File: src/rtl/router_pkg.sv
// router_pkg: shared router widths, header field positions and header decode helper
package router_pkg;
  localparam int ROUTER_DATA_W = 8;
  localparam int ROUTER_FIFO_DEPTH = 16;
  localparam int LEN_MSB = 7;
  localparam int LEN_LSB = 2;
  localparam int ADDR_MSB = 1;
  localparam int ADDR_LSB = 0;
  function automatic logic [LEN_MSB-LEN_LSB:0] payload_len(input logic [ROUTER_DATA_W-1:0] hdr);
    return hdr[LEN_MSB:LEN_LSB];
  endfunction
endpackage

File: src/rtl/router_fifo.sv
// router_fifo: per-destination output buffer that tracks packet length from stored header markers
module router_fifo
  import router_pkg::*;
#(
  parameter int DEPTH = ROUTER_FIFO_DEPTH,
  parameter int WIDTH = ROUTER_DATA_W,
  parameter int LEN_W = LEN_MSB - LEN_LSB + 1
) (
  input  logic             clock,
  input  logic             resetn,
  input  logic             soft_reset,
  input  logic             write_enb,
  input  logic             read_enb,
  input  logic             lfd_state,
  input  logic [WIDTH-1:0] data_in,
  output logic             full,
  output logic             empty,
  output logic [WIDTH-1:0] data_out
);
  localparam int AW = $clog2(DEPTH);
  localparam logic [AW:0] PTR_ONE = {{AW{1'b0}}, 1'b1};
  localparam logic [LEN_W:0] CNT_ONE = {{LEN_W{1'b0}}, 1'b1};
  logic [AW:0] wr_ptr_q, wr_ptr_d, rd_ptr_q, rd_ptr_d;
  logic [LEN_W:0] pkt_cnt_q, pkt_cnt_d;
  logic [WIDTH-1:0] data_out_q, data_out_d;
  logic [WIDTH:0] mem_q [DEPTH];
  logic [WIDTH:0] mem_d [DEPTH];
  logic [WIDTH:0] rd_word;
  logic wr_en, rd_en;
  assign empty = wr_ptr_q == rd_ptr_q;
  assign full = wr_ptr_q[AW-1:0] == rd_ptr_q[AW-1:0] && wr_ptr_q[AW] != rd_ptr_q[AW];
  assign wr_en = write_enb && !full;
  assign rd_en = read_enb && !empty;
  assign rd_word = mem_q[rd_ptr_q[AW-1:0]];
  assign data_out = data_out_q;
  always_comb begin
    mem_d = mem_q;
    if (wr_en) mem_d[wr_ptr_q[AW-1:0]] = {lfd_state, data_in};
    wr_ptr_d = wr_en ? wr_ptr_q + PTR_ONE : wr_ptr_q;
    rd_ptr_d = rd_en ? rd_ptr_q + PTR_ONE : rd_ptr_q;
  end
  // header load counts payload plus the trailing parity byte
  always_comb begin
    pkt_cnt_d = rd_en && rd_word[WIDTH] ? (LEN_W+1)'(payload_len(rd_word[ROUTER_DATA_W-1:0])) + CNT_ONE :
                rd_en && pkt_cnt_q != '0 ? pkt_cnt_q - CNT_ONE : pkt_cnt_q;
    data_out_d = rd_en ? rd_word[WIDTH-1:0] : pkt_cnt_q == '0 ? '0 : data_out_q;
  end
  always_ff @(posedge clock) begin
    if (!resetn || soft_reset) begin
      wr_ptr_q <= '0;
      rd_ptr_q <= '0;
      pkt_cnt_q <= '0;
      data_out_q <= '0;
      for (int i = 0; i < DEPTH; i++) mem_q[i] <= '0;
    end else begin
      wr_ptr_q <= wr_ptr_d;
      rd_ptr_q <= rd_ptr_d;
      pkt_cnt_q <= pkt_cnt_d;
      data_out_q <= data_out_d;
      mem_q <= mem_d;
    end
  end
endmodule

File: config.mk
export PLATFORM = sky130hd
export DESIGN_NAME = router_fifo
export DESIGN_NICKNAME = d
export VERILOG_FILES = /design/src/rtl/router_pkg.sv /design/src/rtl/router_fifo.sv
export SDC_FILE = /design/constraint.sdc
export NUM_CORES = 1
export LEC_CHECK = 0
export ABC_AREA = 1
export CAP_MARGIN = 20
export CORE_MARGIN = 8
export CORE_UTILIZATION = 30
export CTS_BUF_LIST = sky130_fd_sc_hd__clkbuf_4 sky130_fd_sc_hd__clkbuf_8
export DETAILED_ROUTE_END_ITERATION = 8
export PLACE_DENSITY = 0.42
export SYNTH_ARGS = -nofsm -noshare
export SYNTH_HDL_FRONTEND = slang
export SYNTH_SLANG_ARGS = --single-unit
File: constraint.sdc
create_clock -name clock -period 3.76 [get_ports clock]
set_input_delay 0.752 -clock clock [delete_from_list [all_inputs] [get_ports clock]]
set_output_delay 0.752 -clock clock [all_outputs]
set_load 0.02 [all_outputs]
-- Yosys cells after proc, flatten, opt, wreduce, memory -nomap -nowiden
Cells that the tools add are included.
- bits of input ports: 14
- output and inout port bits: 10
- bits in registers: 169
- muxes and demuxes: 10
- equal/unequal tests: 3
- bitwise operators: 2
- add/sub/neg operators: 4
- reductions and logical operators: 14
- magnitude comparators: 3
- operator list (operator ; number):
    144-bit bitwise mux ; 1
    9-bit binary-select mux with 4-bit select ; 1
    9-bit demux with 4-bit select ; 1
    9-bit 2-to-1 mux ; 3
    8-bit 2-to-1 mux ; 2
    7-bit 2-to-1 mux ; 2
    5-bit by 1-bit adder with 5-bit output, second input constant ; 2
    5-bit greater-or-equal comparator, second input constant ; 2
    4-bit inverter with 5-bit output ; 2
    6-bit by 1-bit adder with 7-bit output, second input constant ; 1
    7-bit logical NOT ; 1
    7-bit nonzero test ; 1
    7-bit by 1-bit subtractor with 7-bit output, second input constant ; 1
    1-bit logical AND ; 6
    5-bit == test ; 1
    5-bit by 1-bit < comparator with 1-bit output, second input constant ; 1
    4-bit == test ; 1
    2-bit nonzero test ; 2
    1-bit logical NOT ; 3
    1-bit logical OR ; 1
    1-bit != test ; 1

-- Logic depth before layout (Yosys ltp)
Gate-level depths: netlist of run 1.
- depth after elaboration: 6
- gate-level depth with buffers: 17

-- Worst setup path before layout of run 1
Ideal clock, no wire load.
- path kind: reg2out
- start point: register rd_ptr_q[0]
- end point: output full
- path buffers: 1
- stages on the path, launching flop included: 9
- required time: 3008 ps
- arrival: 1158 ps
- slack: 1850 ps
- cells stage by stage: dfxtp_1 > buf_4 > inv_2 > nand2_1 > nand2_1 > nor2_1 > nand2_1 > or2_4 > inv_1
- word-level cells in the longest chain between the ends: 2
- ends and longest elaborated chain (element ; line ; text):
    start, declared ; router_fifo.sv:23 ; logic [AW:0] wr_ptr_q, wr_ptr_d, rd_ptr_q, rd_ptr_d;
    start signal, assigned ; router_fifo.sv:57 ; rd_ptr_q <= rd_ptr_d;
    4-bit == test ; router_fifo.sv:31 ; assign full = wr_ptr_q[AW-1:0] == rd_ptr_q[AW-1:0] && wr_ptr_q[AW] != rd_ptr_q[AW];
    1-bit logical AND ; router_fifo.sv:31 ;
    end, declared ; router_fifo.sv:16 ; output logic full,
No other way between the ends.

-- Worst setup path after layout of run 1
- start point: register wr_ptr_q[3]
- end point: output full
- word-level cells in the longest chain between the ends: 2
- ends and longest elaborated chain (element ; line ; text):
    start, declared ; router_fifo.sv:23 ;
    start signal, assigned ; router_fifo.sv:56 ; wr_ptr_q <= wr_ptr_d;
    4-bit == test ; router_fifo.sv:31 ;
    1-bit logical AND ; router_fifo.sv:31 ;
No other way between the ends.

==> metrics.md, run 1 <==
| Metric | Value |
|---|---|
| Post-synthesis sequential area ratio | `41.67%` |
| Drt pass-1 iters | `5` |
| Antenna Nets Post-Route | `0` |
| Peak supply drop | `0.0001789 V` |
| Antenna Cells | `0` |
| CTS tree | `built` |
| Mapped cell area | `8119 sq um` |
| Yosys warning count | `0` |
| FILL cells | `2,947` |
| # Post-CTS Setup Buffers | `0` |
| Worst path arrival time | `2.76 ns` |
| Avg Inst Size Synth | `7.122 sq um` |
| Num ports | `24` |
| Max_cap viols | `0` |
| WP depth | `8` |
| Total Die Area | `32,580 sq um` |
| Slowest-stage cell, CP | `dfxtp_1` |
| Hold crit path type | `reg -> reg` |
| GP Congestion | `0.7665` |
| FF-to-FF path depth | `12` |
| Initial core utilization | `30.29%` |
| Vias in the first global route | `6,486` |
| Synth area leader | `dfxtp_1` |
| RSZ-0062 raised after global routing | `no` |
| Layout cells sized above 1 | `6.437%` |
| Drt wl/cell | `16.29 microns` |
| Ys async rst share | `0%` |
| DPL Wire Length | `15,100 microns` |
| Remaining DRCs | `0` |
| Unique masters post-synth | `37` |
| Critical Path Fanout Max | `11` |
| Number of port buffers | `23` |
| CP dominant cell by count | `nand2_1` |
| Cell count after synthesis | `1,140` |
| Required time worst endpoint | `3.01 ns` |
| Setup TNS Final | `0 ns` |
| P per Cell Area | `390.9 nW/um^2` |
| Layout net count | `1,143` |
| Die Wd | `180.5 microns` |
| Resized Gates After CTS | `0` |
| Worst-path clk slew | `0.10 ns` |
| Post-route minimum period | `3.511 ns` |
| Non-Filler Instances | `1,475` |
| Hold Crit Depth | `2` |
| CP peak stage delay | `0.77 ns` |
| Top_reg_cell synth | `dfxtp_1` |
| Synth top area cells | `dfxtp_1, a21oi_1, o21ai_0` |
| Dpl ws | `0.7303 ns` |
| Fmax | `0.2848 GHz` |
| Inst Count DP | `1,443` |
| Leakage power | `3.150 nW` |
| H-tree depth | `4` |
| Post-synth EDFFs | `0` |
| Setup Viol. Count Final | `0` |
| CORE AREA | `26,800 sq um` |
| CTS root buf | `clkbuf_8` |
| Final cycle utilization of the critical path | `93.38%` |
| Status | `completed` |
| Slew headroom | `26.18%` |
| Pin count of the biggest net entering global routing | `69` |
| # hold bufs at CTS | `0` |
| Startpoint Class | `flop` |
| Setup ws final | `0.2488 ns` |
| Critical path endpoint category | `primary output` |
| Clk_skew | `0.01749 ns` |
| Top cell type's share of synthesized area | `41.67%` |
| Worst Max-Slew Pin Slew | `1.104 ns` |
| Tot GR Track Use | `14.93%` |
| Post-Syn Nets | `1,162` |
| Cell breakdown of the critical path | `inv_2 > nand2_1 > nand2_1 > nor2_1 > nand2_1 > or2_4 > inv_1 > clkdlybuf4s50_1` |
| Overflow after GRT | `0` |
| Via count | `6,916` |
| Synth Register Bits | `169` |
| Setup CP Type | `reg -> out` |
| Max-slew violations | `0` |
| DR vias/cell | `4.689` |
| Total clock sinks | `169` |
| First-pass GRT wire length | `38,500 microns` |
| Die Y | `180.5 microns` |
| CP delay by family, top | `buffers and inverters` |
| Total CTS buffers | `17` |
| Num rows | `60` |
| Clock buffer depth | `2` |
| Total design power | `3.491 mW` |
| Buf+Inv Stages, Crit Path | `3` |
| Routed wire length | `24,020 microns` |
| Antenna violations before repair | `0` |
| Clock insertion delay at the later pin of the skew report | `0.46 ns` |
| Starting DRT DRC Count | `508` |
| Final Hold Viols | `0` |
| Area growth from synthesis to layout | `9.986%` |
[layer usage]
layer / GRT usage, % / routed length (microns)
met5: 0 / 0
met4: 3.075 / 148
met3: 2.359 / 693
met2: 23.75 / 10760
met1: 20.97 / 12420
[logic make-up (layout without fill, tap and decap cells)]
logic type      count (synthesis)  after routing  synth area share, %
flops                         169            169                41.67
xor+xnor                        7              7               0.7551
compound gates                377            377                23.64
fa+ha+maj                       8              8                1.233
buf+inv                       253            247                13.22
simple gates                  326            326                19.48
[final timing paths]
kind                                  start  slack (ns)            to
worst max-delay path            wr_ptr_q[3]        0.25          full
worst max register to register  wr_ptr_q[3]        1.01  pkt_cnt_q[3]
worst min-delay path             mem_q[140]        0.45    mem_q[140]
worst min register to register   mem_q[140]        0.45    mem_q[140]
[worst min-delay path, cell delays in order (launching register included)]
cell	delay, ns
dfxtp_1	0.32
inv_1	0.04
a21oi_1	0.05
[layout make-up]
type,count,area [sq um],area share [%]
Inverter,178,670.6,7.510
Clock buffer,22,284.0,3.181
Timing Repair Buffer,37,347.8,3.895
Multi-Input combinational cell,718,3670,41.10
Tap cell,341,426.7,4.778
Clock inverter,10,143.9,1.611
Sequential cell,169,3387,37.93
[registers in the layout, indices dropped and copies added (netlist names)]
register / cells
rd_ptr_q: 5
data_out: 8
wr_ptr_q: 5
pkt_cnt_q: 7
mem_q: 144
[per-stage QoR]
step           util, %  hold slack, ns  area [sq um]
2_1_floorplan        -          0.4205          8119
3_3_place_gp     31.72          0.4302          8502
3_5_place_dp     31.72          0.4336          8502
4_1_cts          33.32          0.4476          8930
5_1_grt          33.32          0.4640          8930
6_report         33.32          0.4457          8930
[power breakdown]
| group | internal, mW | switching, mW | leakage, nW |
|---|---|---|---|
| Clock | 0.717 | 0.697 | 0.210 |
| Combinational | 0.0778 | 0.195 | 1.58 |
| Sequential | 1.80 | 0.00535 | 1.36 |
| Total | 2.59 | 0.898 | 3.15 |
[synthesized netlist by cell type (2+ instances only)]
cell,number
o21ai_1,23
nand3_2,2
nor3_1,3
inv_1,172
inv_2,4
o211ai_1,7
nor3b_1,2
nand3_4,3
a21oi_1,182
xor2_1,5
buf_6,11
o21ai_0,162
xnor2_1,2
o221ai_1,2
nand4_2,2
clkbuf_1,38
ha_1,8
nor2_1,24
nand4_4,7
nand2_1,188
buf_1,5
nand4_1,3
buf_2,19
dfxtp_1,169
nand3_1,85
[cells in the final DEF (no fill, tap or decap), types with 3 or more instances in the layout]
master           synthesis  layout
buf_4                    1      13
nand4_1                  3       3
clkbuf_8                 0      19
nor3_1                   3       3
a21oi_1                182     182
nand2_1                188     188
inv_2                    4       4
clkinv_4                 0       3
o21ai_0                162     162
inv_1                  172     172
xor2_1                   5       5
nand3_4                  3       3
clkinvlp_4               0       3
ha_1                     8       8
dfxtp_1                169     168
nor2_1                  24      23
nand3_1                 85      85
nand4_4                  7       7
clkdlybuf4s50_1          0      23
o211ai_1                 7       7
o21ai_1                 23      23
clkbuf_4                 0       3
bufinv_16                0       3
Power figures use the tool's default switching activity.
==> run 2: changes to the inputs <==
--- a/config.mk
+++ b/config.mk
@@ -10,6 +10,7 @@
 export CORE_MARGIN = 8
 export CORE_UTILIZATION = 30
 export CTS_BUF_LIST = sky130_fd_sc_hd__clkbuf_4 sky130_fd_sc_hd__clkbuf_8
+export CTS_CLUSTER_DIAMETER = 50
 export DETAILED_ROUTE_END_ITERATION = 8
 export PLACE_DENSITY = 0.42
 export SYNTH_ARGS = -nofsm -noshare
==> results of run 2 <==
Final layout, timing and power as in run 1 (identical DEF).
